$ cat config.mk
export PLATFORM = sky130hd
export DESIGN_NAME = smol_multi
export DESIGN_NICKNAME = d
export VERILOG_FILES = /design/src/rtl/smol_multi.sv
export SDC_FILE = /design/constraint.sdc
export NUM_CORES = 1
export LEC_CHECK = 0
export CELL_PAD_IN_SITES_DETAIL_PLACEMENT = 2
export CELL_PAD_IN_SITES_GLOBAL_PLACEMENT = 2
export CORE_MARGIN = 1
export CORE_UTILIZATION = 40
export CTS_BUF_LIST = sky130_fd_sc_hd__clkbuf_4
export DETAILED_ROUTE_END_ITERATION = 12
export DONT_BUFFER_PORTS = 1
export GPL_TIMING_DRIVEN = 0
export PLACE_DENSITY_LB_ADDON = 0.25
export SLEW_MARGIN = 10
export SYNTH_ARGS = -nofsm -noshare
export SYNTH_HDL_FRONTEND = slang
export SYNTH_SLANG_ARGS = --single-unit
$ cat constraint.sdc
create_clock -name CLK -period 3.35 [get_ports CLK]
set_clock_uncertainty 0.2 [all_clocks]
set_input_delay 0.5025 -clock CLK [delete_from_list [all_inputs] [get_ports CLK]]
set_output_delay 0.5025 -clock CLK [all_outputs]
set_load 0.05 [all_outputs]
$ cat src/rtl/smol_multi.sv
// smol_multi: SPI slave with two personalities selected by MODE.
//   MODE = 0 : 4x4 unsigned multiplier. The slave takes A and B serially and
//              shifts out the 8-bit product P = A*B, MSB first.
//   MODE = 1 : 128 x 8 memory. Each access starts with an 8-bit command
//              (bit 7 = read, bits 6:0 = address), followed by a data phase.
// SCLK, CS and MOSI are asynchronous to CLK. They are synchronized and
// edge-detected in the CLK domain, so every SPI event becomes a one-CLK pulse.
module smol_multi #(
    parameter int MODE = 0
) (
    input  logic CLK,
    input  logic reset,
    input  logic SCLK,
    input  logic CS,
    input  logic MOSI,
    output logic MISO
);

    // ------------------------------------------------------------------
    // Shared front end: synchronizers and SCLK edge detection
    // ------------------------------------------------------------------
    logic r_sclk_s1, r_sclk_s2, r_sclk_d;
    logic r_cs_s1, r_cs_s2;
    logic r_mosi_s1, r_mosi_s2;
    logic w_sclk_rise;
    logic w_sclk_fall;
    logic w_cs_act;

    // Two-flop synchronizers, plus a history flop on SCLK for edge pulses.
    always_ff @(posedge CLK) begin
        // NOTE: state registers use non-blocking assignments, so every flop
        // samples the pre-edge value of the others, as real hardware does.
        if (reset) begin
            r_sclk_s1 <= 1'b0;
            r_sclk_s2 <= 1'b0;
            r_sclk_d  <= 1'b0;
            r_cs_s1   <= 1'b0;
            r_cs_s2   <= 1'b0;
            r_mosi_s1 <= 1'b0;
            r_mosi_s2 <= 1'b0;
        end else begin
            r_sclk_s1 <= SCLK;
            r_sclk_s2 <= r_sclk_s1;
            r_sclk_d  <= r_sclk_s2;
            r_cs_s1   <= CS;
            r_cs_s2   <= r_cs_s1;
            r_mosi_s1 <= MOSI;
            r_mosi_s2 <= r_mosi_s1;
        end
    end

    assign w_sclk_rise = r_sclk_s2 & ~r_sclk_d;
    assign w_sclk_fall = ~r_sclk_s2 & r_sclk_d;
    // The multiplier uses an active-high select. The memory uses an
    // active-low select.
    assign w_cs_act    = (MODE == 0) ? r_cs_s2 : ~r_cs_s2;

    generate
        if (MODE == 0) begin : g_mult
            // ----------------------------------------------------------
            // Multiplier slave
            // ----------------------------------------------------------
            typedef enum logic [2:0] {
                IDLE, START, LOAD_A, LOAD_B, CALC, SHIFT_OUT, DONE
            } state_t;

            state_t     r_state;
            state_t     w_next;
            logic [3:0] r_a;
            logic [3:0] r_b;
            logic [3:0] r_cnt;
            logic [7:0] r_shift;
            logic       r_miso;
            logic       w_cnt_last;

            // Each of the load and calc phases spans four SCLK rises.
            assign w_cnt_last = (r_cnt == 4'd3);

            // State register.
            always_ff @(posedge CLK) begin
                if (reset) r_state <= IDLE;
                else       r_state <= w_next;
            end

            // Next-state logic. Deselect always wins and returns the FSM to IDLE.
            always_comb begin
                // NOTE: default first, so no path leaves w_next unassigned and
                // no latch is inferred.
                w_next = r_state;
                if (!w_cs_act) begin
                    w_next = IDLE;
                end else begin
                    case (r_state)
                        IDLE:      if (w_sclk_rise)                w_next = START;
                        START:     if (w_sclk_rise)                w_next = LOAD_A;
                        LOAD_A:    if (w_sclk_rise && w_cnt_last)  w_next = LOAD_B;
                        LOAD_B:    if (w_sclk_rise && w_cnt_last)  w_next = CALC;
                        CALC:      if (w_sclk_rise && w_cnt_last)  w_next = SHIFT_OUT;
                        SHIFT_OUT: if (w_sclk_fall && r_cnt == 4'd8) w_next = DONE;
                        DONE:      w_next = DONE;
                        default:   w_next = IDLE;
                    endcase
                end
            end

            // Datapath: operand shift-in, product capture and serial shift-out.
            always_ff @(posedge CLK) begin
                if (reset || !w_cs_act) begin
                    r_a     <= '0;
                    r_b     <= '0;
                    r_cnt   <= '0;
                    r_shift <= '0;
                    r_miso  <= 1'b0;
                end else begin
                    case (r_state)
                        START: begin
                            // This rise carries the first A bit. The rise that
                            // entered START carried a MOSI bit that is ignored.
                            if (w_sclk_rise) begin
                                r_a   <= {r_a[2:0], r_mosi_s2};
                                r_cnt <= 4'd1;
                            end
                        end
                        LOAD_A: begin
                            if (w_sclk_rise) begin
                                r_a   <= {r_a[2:0], r_mosi_s2};
                                r_cnt <= w_cnt_last ? 4'd0 : r_cnt + 4'd1;
                            end
                        end
                        LOAD_B: begin
                            if (w_sclk_rise) begin
                                r_b   <= {r_b[2:0], r_mosi_s2};
                                r_cnt <= w_cnt_last ? 4'd0 : r_cnt + 4'd1;
                            end
                        end
                        CALC: begin
                            // The operands are stable here, so the product is
                            // simply recaptured on every CLK.
                            r_shift <= {4'b0000, r_a} * {4'b0000, r_b};
                            if (w_sclk_rise) begin
                                r_cnt <= w_cnt_last ? 4'd0 : r_cnt + 4'd1;
                            end
                        end
                        SHIFT_OUT: begin
                            if (w_sclk_fall) begin
                                if (r_cnt == 4'd8) begin
                                    r_miso <= 1'b0;
                                    r_cnt  <= '0;
                                end else begin
                                    r_miso  <= r_shift[7];
                                    r_shift <= {r_shift[6:0], 1'b0};
                                    r_cnt   <= r_cnt + 4'd1;
                                end
                            end
                        end
                        default: r_miso <= 1'b0;
                    endcase
                end
            end

            // Output logic: MISO carries data only while shifting out.
            always_comb begin
                MISO = 1'b0;
                if (r_state == SHIFT_OUT) MISO = r_miso;
            end

        end else begin : g_mem
            // ----------------------------------------------------------
            // Memory slave
            // ----------------------------------------------------------
            typedef enum logic [2:0] {
                CMD, WGAP, WDATA, WEND, RWAIT, RDATA
            } state_t;

            state_t     r_state;
            state_t     w_next;
            logic [7:0] r_mem [128];
            logic [7:0] r_cmd;
            logic [6:0] r_addr;
            logic [7:0] r_data;
            logic       r_we;
            logic [3:0] r_cnt;
            logic [7:0] r_shift;
            logic       r_miso;
            logic [7:0] w_rd_byte;

            assign w_rd_byte = r_mem[r_addr];

            // State register.
            always_ff @(posedge CLK) begin
                if (reset) r_state <= CMD;
                else       r_state <= w_next;
            end

            // Next-state logic. Deselect returns the FSM to command reception.
            // r_cmd[6] holds the R/W bit when the eighth command bit arrives.
            always_comb begin
                w_next = r_state;
                if (!w_cs_act) begin
                    w_next = CMD;
                end else begin
                    case (r_state)
                        CMD:     if (w_sclk_rise && r_cnt == 4'd7)
                                     w_next = r_cmd[6] ? RWAIT : WGAP;
                        WGAP:    if (w_sclk_rise)                  w_next = WDATA;
                        WDATA:   if (w_sclk_rise && r_cnt == 4'd7) w_next = WEND;
                        WEND:    if (w_sclk_rise)                  w_next = CMD;
                        RWAIT:   if (w_sclk_fall && r_cnt == 4'd3) w_next = RDATA;
                        RDATA:   if (w_sclk_fall && r_cnt == 4'd8) w_next = CMD;
                        default: w_next = CMD;
                    endcase
                end
            end

            // Datapath: command/data shift-in, memory write, read shift-out.
            always_ff @(posedge CLK) begin
                if (reset) begin
                    // NOTE: clearing the array makes it a register file rather
                    // than a RAM macro. This is intentional, because unwritten
                    // locations must read back as zero after reset.
                    for (int i = 0; i < 128; i++) r_mem[i] <= '0;
                    r_cmd   <= '0;
                    r_addr  <= '0;
                    r_data  <= '0;
                    r_we    <= 1'b0;
                    r_cnt   <= '0;
                    r_shift <= '0;
                    r_miso  <= 1'b0;
                end else begin
                    // The write strobe lasts one CLK, on the CLK after the last
                    // data bit arrives.
                    r_we <= 1'b0;
                    if (r_we) r_mem[r_addr] <= r_data;

                    if (!w_cs_act) begin
                        r_cmd  <= '0;
                        r_cnt  <= '0;
                        r_miso <= 1'b0;
                    end else begin
                        case (r_state)
                            CMD: begin
                                if (w_sclk_rise) begin
                                    r_cmd <= {r_cmd[6:0], r_mosi_s2};
                                    if (r_cnt == 4'd7) begin
                                        r_addr <= {r_cmd[5:0], r_mosi_s2};
                                        r_cnt  <= '0;
                                    end else begin
                                        r_cnt <= r_cnt + 4'd1;
                                    end
                                end
                            end
                            WDATA: begin
                                if (w_sclk_rise) begin
                                    r_data <= {r_data[6:0], r_mosi_s2};
                                    if (r_cnt == 4'd7) begin
                                        r_we  <= 1'b1;
                                        r_cnt <= '0;
                                    end else begin
                                        r_cnt <= r_cnt + 4'd1;
                                    end
                                end
                            end
                            RWAIT: begin
                                // Bit 7 goes out on the fourth fall after the
                                // last command rise.
                                if (w_sclk_fall) begin
                                    if (r_cnt == 4'd3) begin
                                        r_miso  <= w_rd_byte[7];
                                        r_shift <= {w_rd_byte[6:0], 1'b0};
                                        r_cnt   <= 4'd1;
                                    end else begin
                                        r_cnt <= r_cnt + 4'd1;
                                    end
                                end
                            end
                            RDATA: begin
                                if (w_sclk_fall) begin
                                    if (r_cnt == 4'd8) begin
                                        r_miso <= 1'b0;
                                        r_cnt  <= '0;
                                    end else begin
                                        r_miso  <= r_shift[7];
                                        r_shift <= {r_shift[6:0], 1'b0};
                                        r_cnt   <= r_cnt + 4'd1;
                                    end
                                end
                            end
                            default: r_miso <= 1'b0;
                        endcase
                    end
                end
            end

            // Output logic: MISO carries data only during the read data phase.
            always_comb begin
                MISO = 1'b0;
                if (r_state == RDATA) MISO = r_miso;
            end
        end
    endgenerate

endmodule

# ---- Yosys cells after proc, flatten, opt, wreduce, memory -nomap -nowiden
# Cells that the tools add are included.
dict set report op_classes {
  muxes 20
  mul 1
  bitwise_logic 6
  reduce_logical 17
  eq_ne 17
  add_sub_neg 1
}
# op n
set op_table {}
lappend op_table {{$pmux W3 S7} 1}
lappend op_table {{$mux W4} 5}
lappend op_table {{$mux W3} 6}
lappend op_table {{$mux W8} 2}
lappend op_table {{$ne A2 B2 Y1 const B} 8}
lappend op_table {{$pmux W8 S2} 1}
lappend op_table {{$pmux W4 S3} 1}
lappend op_table {{$eq A3 B3 Y1 const B} 3}
lappend op_table {{$mul A4 B4 Y8} 1}
lappend op_table {{$eq A3 B2 Y1 const B} 2}
lappend op_table {{$reduce_and A2 Y1} 3}
lappend op_table {{$reduce_and A6 Y1} 1}
lappend op_table {{$add A4 B1 Y4 const B} 1}
lappend op_table {{$eq A4 B2 Y1 const B} 1}
lappend op_table {{$eq A4 B4 Y1 const B} 1}
lappend op_table {{$not A1 Y1} 4}
lappend op_table {{$reduce_and A4 Y1} 1}
lappend op_table {{$reduce_or A2 Y1} 2}
lappend op_table {{$reduce_or A4 Y1} 1}
lappend op_table {{$eq A3 B1 Y1 const B} 1}
lappend op_table {{$logic_not A3 Y1} 1}
lappend op_table {{$mux W1} 3}
lappend op_table {{$reduce_and A3 Y1} 1}
lappend op_table {{$reduce_bool A3 Y1} 1}
lappend op_table {{8 further kinds} 10}
dict set report word_totals {
  output_inout_bits 1
  ff_bits 31
  wordCells 75
}

# ---- Longest topological paths before layout
dict set report depth {
  word_depth 5
  ltp_mapped 9
  mapped_depth_nobuf 9
}

# ---- Worst setup path before layout
# OpenSTA, ideal clock, no wires.
dict set report synth_path {
  path_kind {register to register}
  startpoint {reg g_mult.r_a[0]}
  endpoint {reg g_mult.r_shift[6]}
  arrival_time_ns 2.581
  setup_time_ns 0.126
  t_required_ns 3.024
  path_buffers 0
  path_slack_ns 0.443
  path_stages_with_launch 10
  path_cell_list {dfxtp_1 > nand2_1 > fa_1 > inv_1 > fa_1 > fa_1 > a21o_1 > a21oi_1 > mux2i_1 > a211oi_1}
}
dict set report synth_between {
  elab_chain_cells 2
}
# item line_no
set synth_lines {}
lappend synth_lines {{from (decl)} 69} ;# logic [3:0] r_a;
lappend synth_lines {{from (signal assigned)} 120} ;# r_a <= {r_a[2:0], r_mosi_s2};
lappend synth_lines {{from (signal assigned)} 126} ;# r_a <= {r_a[2:0], r_mosi_s2};
lappend synth_lines {{$mul A4 B4 Y8} 139} ;# r_shift <= {4'b0000, r_a} * {4'b0000, r_b};
lappend synth_lines {{$pmux W8 S2} 115} ;# case (r_state)
lappend synth_lines {{to (signal assigned)} 139}
lappend synth_lines {{to (signal assigned)} 151} ;# r_shift <= {r_shift[6:0], 1'b0};
lappend synth_lines {{to (decl)} 72} ;# logic [7:0] r_shift;
# Every way passes these cells.
# A chain may end at the register's enable or synchronous reset.

# ---- Worst setup path in the final report
dict set report layout_path {
  startpoint {reg g_mult.r_b[3]}
  endpoint {reg g_mult.r_shift[7]}
}
dict set report layout_between {
  elab_chain_cells 2
}
# item line_no
set layout_lines {}
lappend layout_lines {{from (decl)} 70} ;# logic [3:0] r_b;
lappend layout_lines {{from (signal assigned)} 132} ;# r_b <= {r_b[2:0], r_mosi_s2};
lappend layout_lines {{$mul A4 B4 Y8} 139}
lappend layout_lines {{$pmux W8 S2} 115}
# Every way passes these cells.

==> metrics.yaml <==
placeableCoreArea_mm2: 0.00469
number_of_buffers_added_on_ports: 0
fin_setup_tns_ps: 0
crit_arrival_ps: 3240
yosys.cell_types.count: 47
ys_top_cells_by_area: "sky130_fd_sc_hd__dfxtp_1 (32%), sky130_fd_sc_hd__ha_1 (9.0%), sky130_fd_sc_hd__mux2i_1 (5.7%)"
via_count_of_the_first_global_routing_pass: 1869
areal_power_density_over_the_cells_mw_per_mm2: 326
global_placer_s_final_weighted_congestion: 0.772
swShare: 0.223
h-tree-depth: 2
critical_path_class: "flip-flop to flip-flop"
report.final.slew_viol_count: 0
yosysTopAreaCell: "sky130_fd_sc_hd__dfxtp_1"
grt_setup_unrepaired: "no"
period_share: 0.959
floorplan.die_area_mm2: 0.00514
critical_path.startpoint_type: "flip-flop"
filler_cell_count: 517
synth_top_area_share: 0.319
antenna_left: 0
clk_pin_slew_ps: 100
synth_top_flop_cell: "sky130_fd_sc_hd__dfxtp_1"
number_of_vias_in_the_routed_layout: 1682
max_freq_mhz: 311
clock_tree_from_tritoncts: "built"
fin_nets: 246
pre_repair_dr_iteration_count: 4
synth_seq_area_share: 0.319
synthesis.yosys.warnings: 0
p_leak_nw: 0.871
synthArstFlopShare: 0
power_frac_comb: 0.020
highest_fanout_seen_on_the_critical_path: 5
hold_viol_final: 0
cp_common_cell: "sky130_fd_sc_hd__fa_1"
dieHeight_um: 71.7
finalSetupViolCount: 0
die_width_um: 71.7
detailed_route_iter0_violations: 42
postSynthRegisterBits: 31
route.detailed.drc: 0
num_io_pins: 6
maxCapViolations: 0
critPathBufInv: 1
max_slew.worst_pin.slew_ps: 510
hpwlAfterDp_mm: 4.08
worst-endpoint-required_ps: 3380
clk-insertion-delay-late_ps: 360
postRouteWirelength_mm: 5.39
grt_pass1_wl_mm: 9.30
crit_path_max_incr_delay_ps: 550
p_int_mw: 0.531
start_util: 0.414
clock_buffer_count_from_cts: 5
max-clock-path-buffers: 2
syn_area_mm2: 0.00194
crit_path_top_delay_cell: "sky130_fd_sc_hd__fa_1"
antenna_cells_inserted: 0
syn-num-nets: 238
cts.root.buffer_cell: "sky130_fd_sc_hd__clkbuf_4"
cts.repair_timing.setup_buffer_count: 0
synth_edf_count: 0
pwr-share-seq: 0.548
sum_of_overflow_across_all_layers_after_global_routing: 0
yosys-top-cells-count: "sky130_fd_sc_hd__dfxtp_1 (31), sky130_fd_sc_hd__nand2_1 (17), sky130_fd_sc_hd__and2_1 (16)"
timing.critical_path.max_delay_family: "adder cells"
avgRoutedWirePerCell_um: 19.4
cp_cell_sequence: "nand2_1, fa_1, inv_1, fa_1, ha_1, a211o_1, o211ai_1, mux2i_1, a311oi_1"
area.growth.synth_to_final_pct: 7.91
fin_worst_hold_slack_ps: 14.7
hold_path_class: "input port to flip-flop"
synthCells: 215
pin_count_of_the_biggest_net_entering_global_routing: 11
vdd_drop_max_uv: 206
report.power.total_mw: 0.683
routed_via_density: 6.05
share_of_final_layout_standard_cells_stronger_than_drive_strength_1: 0.0893
floorplan.rows: 25
share_of_total_power_in_the_clock_network: 0.433
worst_slew_margin: 0.657
dominant_cell_by_count_in_the_synthesized_netlist: "sky130_fd_sc_hd__dfxtp_1"
run_status: "finished, final reports clean"
avgSynthCellArea_um2: 9.04
cts.repair.resized: 0
clock-sinks: 31
period_needed_ps: 3210
grt_use_total: 0.237
switching_power_mw: 0.152
worstSetupEndpointType: "flip-flop"
initial_antenna_violation_count: 0
==> path summary, 6_finish.rpt <==
kind / from / to / slack (ps) / cells after the start
worst max-delay path: g_mult.r_b[3] / g_mult.r_shift[7] / 140 / 9
worst min-delay path: reset / r_cs_s1 / 10 / 1
worst max register to register: g_mult.r_b[3] / g_mult.r_shift[7] / 140 / 9
worst min register to register: r_sclk_s1 / r_sclk_s2 / 260 / 1
==> registers in the layout, indices dropped and copies added, names as in the netlist <==
signal and cells:
g_mult.r_cnt 4, g_mult.r_miso 1, r_cs_s2 1, r_sclk_d 1, r_sclk_s2 1, g_mult.r_state 3, r_mosi_s1 1, g_mult.r_shift 8
r_sclk_s1 1, r_cs_s1 1, r_mosi_s2 1, g_mult.r_a 4, g_mult.r_b 4
==> per-layer routing <==
layer  global-route usage  part of all wire  vias to the layer above
met5                    0                 0                        -
met1                0.270              0.43                      849
met3               0.0450             0.022                       11
met4               0.0959             0.020                        0
met2                0.431              0.53                       22
li1                     -                 -                      800
==> stage by stage <==
step	area [µm²]	util	cells	setup slack [ps]
floorplan	1940	-	215	443
global placement	2010	0.429	269	213
detailed placement	2010	0.429	269	136
CTS	2090	0.445	277	117
global route	2100	0.447	278	2.06
finish	2100	0.447	278	139
==> timing repair <==
item | CTS | global route
endpoints found under the hold margin | 0 | 1
hold buffers | 0 | 1
setup endpoints to repair | 0 | 0
==> layout by cell type, fill, tap and decap left out, types with 4 or more instances in the layout <==
cell type	netlist	layout
sky130_fd_sc_hd__a21oi_1	14	14
sky130_fd_sc_hd__fa_1	4	4
sky130_fd_sc_hd__dfxtp_1	31	31
sky130_fd_sc_hd__nand2_1	17	17
sky130_fd_sc_hd__a311oi_1	4	4
sky130_fd_sc_hd__nor2_1	10	10
sky130_fd_sc_hd__nand2b_1	8	8
sky130_fd_sc_hd__nand3_1	8	8
sky130_fd_sc_hd__nor2b_1	9	9
sky130_fd_sc_hd__buf_2	4	4
sky130_fd_sc_hd__clkbuf_4	0	5
sky130_fd_sc_hd__and2_1	16	16
sky130_fd_sc_hd__o21ai_0	4	4
sky130_fd_sc_hd__inv_1	5	5
sky130_fd_sc_hd__ha_1	14	14
sky130_fd_sc_hd__mux2i_1	11	11
==> power by group through the flow <==
stage	logic, mW	clock network [mW]	registers [mW]
after floorplan	0.00927	0	0.382
after global placement	0.0114	0	0.382
after detailed placement	0.0122	0	0.383
after CTS	0.0125	0.304	0.374
after global routing	0.0146	0.315	0.375
final	0.0134	0.296	0.374
==> layout make-up <==
| type | count | area (µm²) | area share |
|---|---|---|---|
| Clock buffer | 5 | 37.5 | 0.0179 |
| Clock inverter | 3 | 38.8 | 0.0185 |
| Buffer | 10 | 53.8 | 0.0256 |
| Tap cell | 54 | 67.6 | 0.0322 |
| Inverter | 5 | 18.8 | 0.00894 |
| Timing Repair Buffer | 1 | 10.0 | 0.00477 |
| Sequential cell | 31 | 621 | 0.296 |
| Multi-Input combinational cell | 169 | 1250 | 0.596 |
==> cells by family (layout without fill, tap and decap cells) <==
family / count (synthesis) / in the layout / share of synthesized area
adders and majority gates: 18 / 18 / 0.131
DFF: 31 / 31 / 0.319
AOI/OAI and AO/OA: 49 / 49 / 0.181
and+or+nand+nor: 89 / 89 / 0.265
muxes: 11 / 11 / 0.0566
buffers and inverters: 15 / 24 / 0.0373
xor gates and xnor gates: 2 / 2 / 0.00901
Power figures use the tool's default switching activity.
